File: config.mk
export PLATFORM = sky130hd
export DESIGN_NAME = me_block_loader
export DESIGN_NICKNAME = d
export VERILOG_FILES = /design/src/rtl/me_pkg.sv /design/src/rtl/me_wr_port.sv /design/src/rtl/me_block_loader.sv
export SDC_FILE = /design/constraint.sdc
export NUM_CORES = 1
export LEC_CHECK = 0
export CORE_MARGIN = 8
export CORE_UTILIZATION = 25
export DETAILED_ROUTE_END_ITERATION = 10
export GPL_TIMING_DRIVEN = 0
export PLACE_DENSITY_LB_ADDON = 0.12
export SYNTH_ARGS = -nofsm -noshare
export SYNTH_HDL_FRONTEND = slang
export SYNTH_SLANG_ARGS = --single-unit
File: constraint.sdc
create_clock -name clock -period 5.8 [get_ports clock]
set_clock_uncertainty 0.2 [all_clocks]
set_input_delay 0.87 -clock clock [delete_from_list [all_inputs] [get_ports clock]]
set_output_delay 0.87 -clock clock [all_outputs]
set_load 0.05 [all_outputs]
File: src/rtl/me_pkg.sv
// me_pkg: shared definitions for the motion-estimation block loader.
// Holds the loader state encoding, the reference/search memory geometry
// and the packed result record captured from the estimator.
package me_pkg;

    localparam int R_PIXELS = 256;
    localparam int S_PIXELS = 1024;
    localparam int R_AW     = 8;
    localparam int S_AW     = 10;

    // Last raster index of each memory, used to detect the final write.
    localparam logic [R_AW-1:0] R_LAST = R_AW'(R_PIXELS - 1);
    localparam logic [S_AW-1:0] S_LAST = S_AW'(S_PIXELS - 1);

    typedef enum logic [2:0] {
        IDLE,
        LOAD_R,
        LOAD_S,
        LAUNCH,
        RUN,
        RESULT
    } state_t;

    typedef struct packed {
        logic [3:0] motion_x;
        logic [3:0] motion_y;
        logic [7:0] best_dist;
        logic       timeout;
    } result_t;

endpackage

File: src/rtl/me_wr_port.sv
// me_wr_port: one registered memory write stage.
// Ports:
//   clock, reset      - clock and asynchronous active-high reset
//   en                - write request for this cycle
//   addr_in, data_in  - address and data of the request
//   we, addr, wdata   - registered write port toward the memory
module me_wr_port #(
    parameter int AW = 8,
    parameter int DW = 8
) (
    input  logic          clock,
    input  logic          reset,
    input  logic          en,
    input  logic [AW-1:0] addr_in,
    input  logic [DW-1:0] data_in,
    output logic          we,
    output logic [AW-1:0] addr,
    output logic [DW-1:0] wdata
);

    // The enable follows the request every cycle; address and data are only
    // loaded on a real request so the bus stays quiet between writes.
    always_ff @(posedge clock or posedge reset) begin
        if (reset) begin
            we    <= 1'b0;
            addr  <= '0;
            wdata <= '0;
        end else begin
            we <= en;
            if (en) begin
                addr  <= addr_in;
                wdata <= data_in;
            end
        end
    end

endmodule

File: src/rtl/me_block_loader.sv
// me_block_loader: writes a 16x16 reference block and a 32x32 search window
// from a raster pixel stream into the R and S memories, then runs the motion
// estimator once and offers its result on a valid/ready port.
// Ports:
//   clock, reset                 - clock and asynchronous active-high reset
//   in_valid/in_ready/in_data    - pixel stream; in_sof marks R pixel 0
//   r_we/r_addr/r_wdata          - R memory write port (256 bytes)
//   s_we/s_addr/s_wdata          - S memory write port (1024 bytes)
//   me_start, me_completed       - estimator level start / done
//   me_motion_x/y, me_best_dist  - estimator result inputs
//   res_valid/res_ready, res_*   - captured result handshake
//   busy                         - high whenever not IDLE
//   sof_abort                    - pulse when a load restarts on in_sof
module me_block_loader
    import me_pkg::*;
#(
    parameter int DATA_W      = 8,
    parameter int RUN_TIMEOUT = 8191
) (
    input  logic              clock,
    input  logic              reset,
    input  logic              in_valid,
    output logic              in_ready,
    input  logic [DATA_W-1:0] in_data,
    input  logic              in_sof,
    output logic              r_we,
    output logic [R_AW-1:0]   r_addr,
    output logic [DATA_W-1:0] r_wdata,
    output logic              s_we,
    output logic [S_AW-1:0]   s_addr,
    output logic [DATA_W-1:0] s_wdata,
    output logic              me_start,
    input  logic              me_completed,
    input  logic [3:0]        me_motion_x,
    input  logic [3:0]        me_motion_y,
    input  logic [7:0]        me_best_dist,
    output logic              res_valid,
    input  logic              res_ready,
    output logic [3:0]        res_motion_x,
    output logic [3:0]        res_motion_y,
    output logic [7:0]        res_best_dist,
    output logic              res_timeout,
    output logic              busy,
    output logic              sof_abort
);

    localparam logic [12:0] TIMEOUT_LAST = 13'(RUN_TIMEOUT - 1);
    localparam result_t     RES_RESET    = '{motion_x: 4'h0, motion_y: 4'h0,
                                             best_dist: 8'hFF, timeout: 1'b0};
    localparam result_t     RES_TIMEOUT  = '{motion_x: 4'h0, motion_y: 4'h0,
                                             best_dist: 8'hFF, timeout: 1'b1};

    state_t          state;
    logic [R_AW-1:0] r_cnt;
    logic [S_AW-1:0] s_cnt;
    logic [12:0]     run_cnt;
    result_t         res_q;

    logic            hs;
    logic            r_en;
    logic            s_en;
    logic [R_AW-1:0] r_waddr;

    // The stream is only accepted while loading; these decode straight from
    // the state register, so a reset in RUN clears them immediately.
    assign in_ready  = (state == IDLE) || (state == LOAD_R) || (state == LOAD_S);
    assign busy      = (state != IDLE);
    assign res_valid = (state == RESULT);
    assign hs        = in_valid & in_ready;

    assign res_motion_x  = res_q.motion_x;
    assign res_motion_y  = res_q.motion_y;
    assign res_best_dist = res_q.best_dist;
    assign res_timeout   = res_q.timeout;

    // Write request decode. A start-of-frame pixel always restarts at R[0],
    // whatever phase the load is in; plain pixels in IDLE are dropped.
    always_comb begin
        r_en    = 1'b0;
        s_en    = 1'b0;
        r_waddr = r_cnt;
        if (hs) begin
            if (in_sof) begin
                r_en    = 1'b1;
                r_waddr = '0;
            end else if (state == LOAD_R) begin
                r_en = 1'b1;
            end else if (state == LOAD_S) begin
                s_en = 1'b1;
            end
        end
    end

    me_wr_port #(.AW(R_AW), .DW(DATA_W)) u_r_port (
        .clock   (clock),
        .reset   (reset),
        .en      (r_en),
        .addr_in (r_waddr),
        .data_in (in_data),
        .we      (r_we),
        .addr    (r_addr),
        .wdata   (r_wdata)
    );

    me_wr_port #(.AW(S_AW), .DW(DATA_W)) u_s_port (
        .clock   (clock),
        .reset   (reset),
        .en      (s_en),
        .addr_in (s_cnt),
        .data_in (in_data),
        .we      (s_we),
        .addr    (s_addr),
        .wdata   (s_wdata)
    );

    // Main sequencer. LAUNCH spends one cycle so the last S write reaches
    // memory before me_start rises. me_start drops on the way into RESULT and
    // stays low through the next full load, which is far longer than the
    // estimator needs to clear its counter. The timeout counter stops at its
    // limit; a completion seen in the same cycle as expiry takes priority.
    always_ff @(posedge clock or posedge reset) begin
        if (reset) begin
            state     <= IDLE;
            r_cnt     <= '0;
            s_cnt     <= '0;
            run_cnt   <= '0;
            me_start  <= 1'b0;
            sof_abort <= 1'b0;
            res_q     <= RES_RESET;
        end else begin
            sof_abort <= 1'b0;
            case (state)
                IDLE: begin
                    if (hs && in_sof) begin
                        r_cnt <= R_AW'(1);
                        state <= LOAD_R;
                    end
                end
                LOAD_R, LOAD_S: begin
                    if (hs) begin
                        if (in_sof) begin
                            r_cnt     <= R_AW'(1);
                            sof_abort <= 1'b1;
                            state     <= LOAD_R;
                        end else if (state == LOAD_R) begin
                            r_cnt <= r_cnt + 1'b1;
                            if (r_cnt == R_LAST) begin
                                s_cnt <= '0;
                                state <= LOAD_S;
                            end
                        end else begin
                            s_cnt <= s_cnt + 1'b1;
                            if (s_cnt == S_LAST) begin
                                state <= LAUNCH;
                            end
                        end
                    end
                end
                LAUNCH: begin
                    me_start <= 1'b1;
                    run_cnt  <= '0;
                    state    <= RUN;
                end
                RUN: begin
                    if (me_completed) begin
                        res_q    <= '{motion_x: me_motion_x, motion_y: me_motion_y,
                                      best_dist: me_best_dist, timeout: 1'b0};
                        me_start <= 1'b0;
                        state    <= RESULT;
                    end else if (run_cnt >= TIMEOUT_LAST) begin
                        res_q    <= RES_TIMEOUT;
                        me_start <= 1'b0;
                        state    <= RESULT;
                    end else begin
                        run_cnt <= run_cnt + 1'b1;
                    end
                end
                RESULT: begin
                    if (res_ready) begin
                        state <= IDLE;
                    end
                end
                default: state <= IDLE;
            endcase
        end
    end

endmodule

# [Yosys cells after proc, flatten, opt, wreduce, memory -nomap -nowiden]
# Cells that the tools add are included.
[word_totals] inputBits=30 mem_bits_rw=0 memories=0 reg_bits=89 latchBits=0 mem_bits_ro=0 out_inout_bits=58 word_cells=91
[classes] add_sub_neg=3 mux=37 div=0 n_eq_ne=17 order_cmp=1 reduce_logical=15 bitwise_logic=2 n_mul=0 shifts=0
[ops] cell="8-bit 2-to-1 mux" n=6
[ops] cell="17-bit 2-to-1 mux" n=2
[ops] cell="3-bit 2-to-1 mux" n=9
[ops] cell="13-bit 2-to-1 mux" n=2
[ops] cell="13-bit case mux with 2 select lines" n=1
[ops] cell="10-bit 2-to-1 mux" n=2
[ops] cell="8-bit case mux with 2 select lines" n=1
[ops] cell="3-bit case mux with 5 select lines" n=1
[ops] cell="13-bit by 1-bit adder with 13-bit output (second input constant)" n=1
[ops] cell="13-bit greater-or-equal comparator (second input constant)" n=1
[ops] cell="1-bit 2-to-1 mux" n=12
[ops] cell="10-bit by 1-bit adder with 10-bit output (second input constant)" n=1
[ops] cell="10-bit equality test (second input constant)" n=1
[ops] cell="8-bit by 1-bit adder with 8-bit output (second input constant)" n=1
[ops] cell="8-bit equality test (second input constant)" n=1
[ops] cell="4-bit inequality test (second input constant)" n=2
[ops] cell="4-bit AND reduction" n=2
[ops] cell="3-bit by 2-bit equality test with 1-bit output (second input constant)" n=2
[ops] cell="3-bit equality test (second input constant)" n=2
[ops] cell="2-bit by 1-bit inequality test with 1-bit output (second input constant)" n=3
[ops] cell="2-bit inequality test (second input constant)" n=3
[ops] cell="3-bit inequality test (second input constant)" n=2
[ops] cell="6-bit AND reduction" n=1
[ops] cell="2-bit nonzero test" n=3
[ops] cell="11 further kinds" n=13

# [Logic depth before layout (Yosys ltp)]
[logic_depth] depth_word=7 ltp_mapped=8 ltp_nobuf=6

# [By module]
# A second synthesis with hierarchy kept.
[unflattened] hier_cells=358 area_unflattened_um2=4132.7
[modules_own_cells] mod="me_block_loader" area_each_um2=2703.8 seq_area_each_um2=1336.3 instances=1 cells_per_inst=282
[modules_own_cells] mod="me_wr_port (u_s_port)" area_each_um2=750.7 seq_area_each_um2=475.5 instances=1 cells_per_inst=40
[modules_own_cells] mod="me_wr_port (u_r_port)" area_each_um2=678.2 seq_area_each_um2=425.4 instances=1 cells_per_inst=36

# [Least setup slack after synthesis]
# No wires, ideal clock.
[synth_timing] path_type="register to output" start="register state[1]" end="output port in_ready" n_path_buf=2 stages_incl_launch_ff=4 required_ps=4730 arrival_ps=1472 slack_ps=3258 path_cell_list="dfrtp_1 buf_2 clkbuf_1 a21oi_1"
[synth_between] elab_chain_cells=3 elab_cells_between_ends=5 cone_classes="eq/ne: 2; reduce/logical: 3"
[synth_lines] item="start, declared" line="me_block_loader.sv:53" source="state_t state;"
[synth_lines] item="start signal, assigned" line="me_block_loader.sv:123" source="state <= IDLE;"
[synth_lines] item="start signal, assigned" line="me_block_loader.sv:136" source="state <= LOAD_R;"
[synth_lines] item="start signal, assigned" line="me_block_loader.sv:144" source="state <= LOAD_R;"
[synth_lines] item="3-bit by 1-bit equality test with 1-bit output or 3-bit zero test (tied branches)" line="me_block_loader.sv:66" source="assign in_ready = (state == IDLE) || (state == LOAD_R) || (state == LOAD_S);"
[synth_lines] item="1-bit logical OR" line="me_block_loader.sv:66"
[synth_lines] item="1-bit logical OR (*)" line="me_block_loader.sv:66"
[synth_lines] item="end, declared" line="me_block_loader.sv:23" source="output logic in_ready,"
# Mark *: on every way between the ends. The rest lies on a longest branch, timed or not.

# [Worst setup path after layout]
[layout_timing] start="register state[2]" end="output port busy"
[layout_between] elab_chain_cells=1
[layout_lines] item="3-bit nonzero test" line="me_block_loader.sv:67" source="assign busy = (state != IDLE);"
[layout_lines] item="end, declared" line="me_block_loader.sv:43" source="output logic busy,"
# No other way between the ends.

==> flow_summary.ini <==
[clocking]
holdBufCountCts = 0
htree_levels = 3
clk_pin_slew_ps = 60
cts_tree = yes
postCtsSetupRepairBufs = 0
root_buffer = clkbuf_16
cts_sinks = 89
clockBufferDepth = 2
clk_latency_ps = 350
ctsResizeCount = 0
cts_made_buffers = 9

[cells_and_area]
layout_common_cells = clkdlybuf4s50_1 (87), nand2_1 (83), dfrtp_1 (81), a21oi_1 (20), nor2_1 (18)
drive_gt1_share_pct = 10.5
antenna_cells = 0
fillers = 1708
fin_nets = 534
final_common_cell = clkdlybuf4s50_1
area_delta_synth_final_pct = 35.9

[route]
vias = 3417
drt-wirelength-per-cell_um = 15.5
antenna_left = 0
first_iter_violations = 238
first_pass_iters = 5
vias_per_cell = 4.71
drc = 0
wirelength_mm = 11.3

[floorplan]
die-area_um2 = 20800
row_count = 47
die_w_um = 144
initial_core_util_pct = 25.2
dieHeight_um = 144
placeableCoreArea_um2 = 16300
io_pins = 88

[min_path]
hp-start = u_s_port.addr[9]
whs_endpoint = u_s_port.addr[9]
hold_class = register to register
whs_path_depth = 2

[synthesis]
yosysWarnings = 0
synthCells = 401
synth-simple-area-share_pct = 19.8
yosysUniqueCellTypes = 58
synth-edff-count = 0
syn_area_um2 = 4110
synth-compound-area-share_pct = 17.3
synthesis.nets = 435
seq_area_frac_synth_pct = 54.5
synthFlopType = dfrtp_1
synthMuxAreaShare_pct = 3.23
syn_area_per_cell_um2 = 10.2
synthXorXnorAreaFrac_pct = 0.853
ys_ff_latch = 89
synth_fa_ha_area_share_pct = 1.22
synth_top_family_by_area = simple AND/OR/NAND/NOR gates
async_flop_share_pct = 100

[critical_path]
critPathArrivalTime_ps = 2230
r2r_setup_slack_ps = 3370
cp_num_buf_inv = 2
reg2reg_depth = 4
cp-end-kind = output port
critPathKind = register to output port
crit_chain = clkbuf_1, or3_1, clkdlybuf4s50_1
required_ps = 4730
start_kind = register
r2r_end = run_cnt[12]
rr_startpoint = run_cnt[5]
slowest_stage = clkdlybuf4s50_1
cpPeakStageDelay_ps = 720
critPathTopFamily = buffers and inverters
crit_path_max_fanout = 10

[placement]
place.port_buffers = 87
place_congestion = 0.767
pre_cts_slack_ps = 2560
hpwl_mm = 7.98

[sta]
setup_slack_ps = 2500
timing.fmax_ghz = 0.303
worstMarginPinSlew_ps = 818
hold_viol_final = 0
rsz0062_at_grt = false
setup_viol = 0
setup-tns-final_ps = 0
period_share_pct = 56.9
relSlewSlack_pct = 45.4
period_needed_ps = 3300
drv_slew = 0

[outcome]
status = finished, final reports clean

[global_routing]
grt_max_degree = 53
antenna_found_initial = 0
grt_first_pass_wirelength_mm = 18.6
grt_util_all_layers_pct = 11.5
grt_pass1_vias = 3503
overflow = 0

[pwr]
ir_drop_mv = 0.264
power_density_nw_per_um2 = 519
leakagePower_uw = 0.00240

[run]
drv_cap = 0
==> cells in the mapped netlist (6+ instances only) <==
master	number	area (um^2)
o22a_1	8	70.1
o21ai_0	8	40.0
inv_1	11	41.3
nand2_1	83	312
nor2_1	18	67.6
buf_2	6	30.0
mux2_2	9	101
a221o_1	7	70.1
nand3_1	14	70.1
and4_1	6	52.6
dfstp_2	8	210
o31ai_1	14	105
dfrtp_1	81	2030
a31oi_1	6	37.5
clkbuf_1	13	48.8
a21oi_1	20	100
a22o_1	8	70.1
nand4_1	6	37.5
==> per-stage QoR <==
| stage | util (%) | instances | total power (uW) | cell area (um^2) | hold WS [ps] |
|---|---|---|---|---|---|
| 2_1_floorplan | - | 401 | 1850 | 4110 | 266 |
| 3_3_place_gp | 32.2 | 708 | 2310 | 5250 | 262 |
| 3_5_place_dp | 32.4 | 709 | 2320 | 5270 | 261 |
| 4_1_cts | 34.3 | 725 | 2950 | 5580 | 283 |
| 5_1_grt | 34.3 | 725 | 3060 | 5580 | 301 |
| 6_report | 34.3 | 725 | 2900 | 5580 | 275 |
==> flip-flops by register name, indices dropped and copies added, names as in the netlist <==
| name | cells |
|---|---|
| run_cnt | 13 |
| s_cnt | 10 |
| u_s_port.addr | 10 |
| r_cnt | 8 |
| res_best_dist | 8 |
| u_r_port.addr | 8 |
| u_r_port.wdata | 8 |
| u_s_port.wdata | 8 |
| res_motion_x | 4 |
| res_motion_y | 4 |
| state | 3 |
| me_start | 1 |
| res_timeout | 1 |
| sof_abort | 1 |
| u_r_port.we | 1 |
| u_s_port.we | 1 |
==> per-layer routing <==
layer | up-vias | GRT usage, % | routed length [um]
li1 | 1646 | - | -
met1 | 1674 | 14.1 | 5010
met5 | - | 0 | 0
met4 | 0 | 6.02 | 240
met3 | 15 | 3.73 | 844
met2 | 82 | 17.7 | 5160
==> logic make-up after synthesis <==
family,count (synthesis)
AO/OA/AOI/OAI,93
buffers and inverters,32
flip-flops,89
adder cells (fa/ha/maj),4
multiplexers,12
AND/OR/NAND/NOR,167
XOR/XNOR,4
==> how the worst max path moves through the flow <==
| stage | startpoint | cells after the start | slack (ps) | endpoint |
|---|---|---|---|---|
| 2_1_floorplan | reset | 1 | 2440 | me_start |
| 3_3_place_gp | reset | 2 | 810 | u_r_port.addr[4] |
| 3_5_place_dp | in_valid | 6 | 2560 | u_r_port.wdata[1] |
| 4_1_cts | state[2] | 3 | 2460 | busy |
| 5_1_grt | state[1] | 4 | 2340 | in_ready |
| 6_report | state[2] | 3 | 2500 | busy |
==> report_power, final <==
part           switching (uW)  internal [uW]  total (uW)  leakage [uW]
logic                     905            466        1370       0.00109
clock network             248            356         604      0.000155
registers                 111            810         921       0.00116
==> final cells by class <==
type	count	area, um^2	area share (%)
repair buffers	88	891	16.0
plain buffers	21	86.3	1.55
flip-flops and latches	89	2240	40.1
well taps	220	275	4.93
inverters	11	43.8	0.785
clock inverters	5	53.8	0.964
multi-input cells	280	1740	31.2
clock buffers	11	253	4.53
==> tightest hold or removal path, stage by stage (launching register included) <==
cell	delay, ps
dfrtp_1	340
nand2_1	50
nand2_1	50
Power figures use the tool's default switching activity.
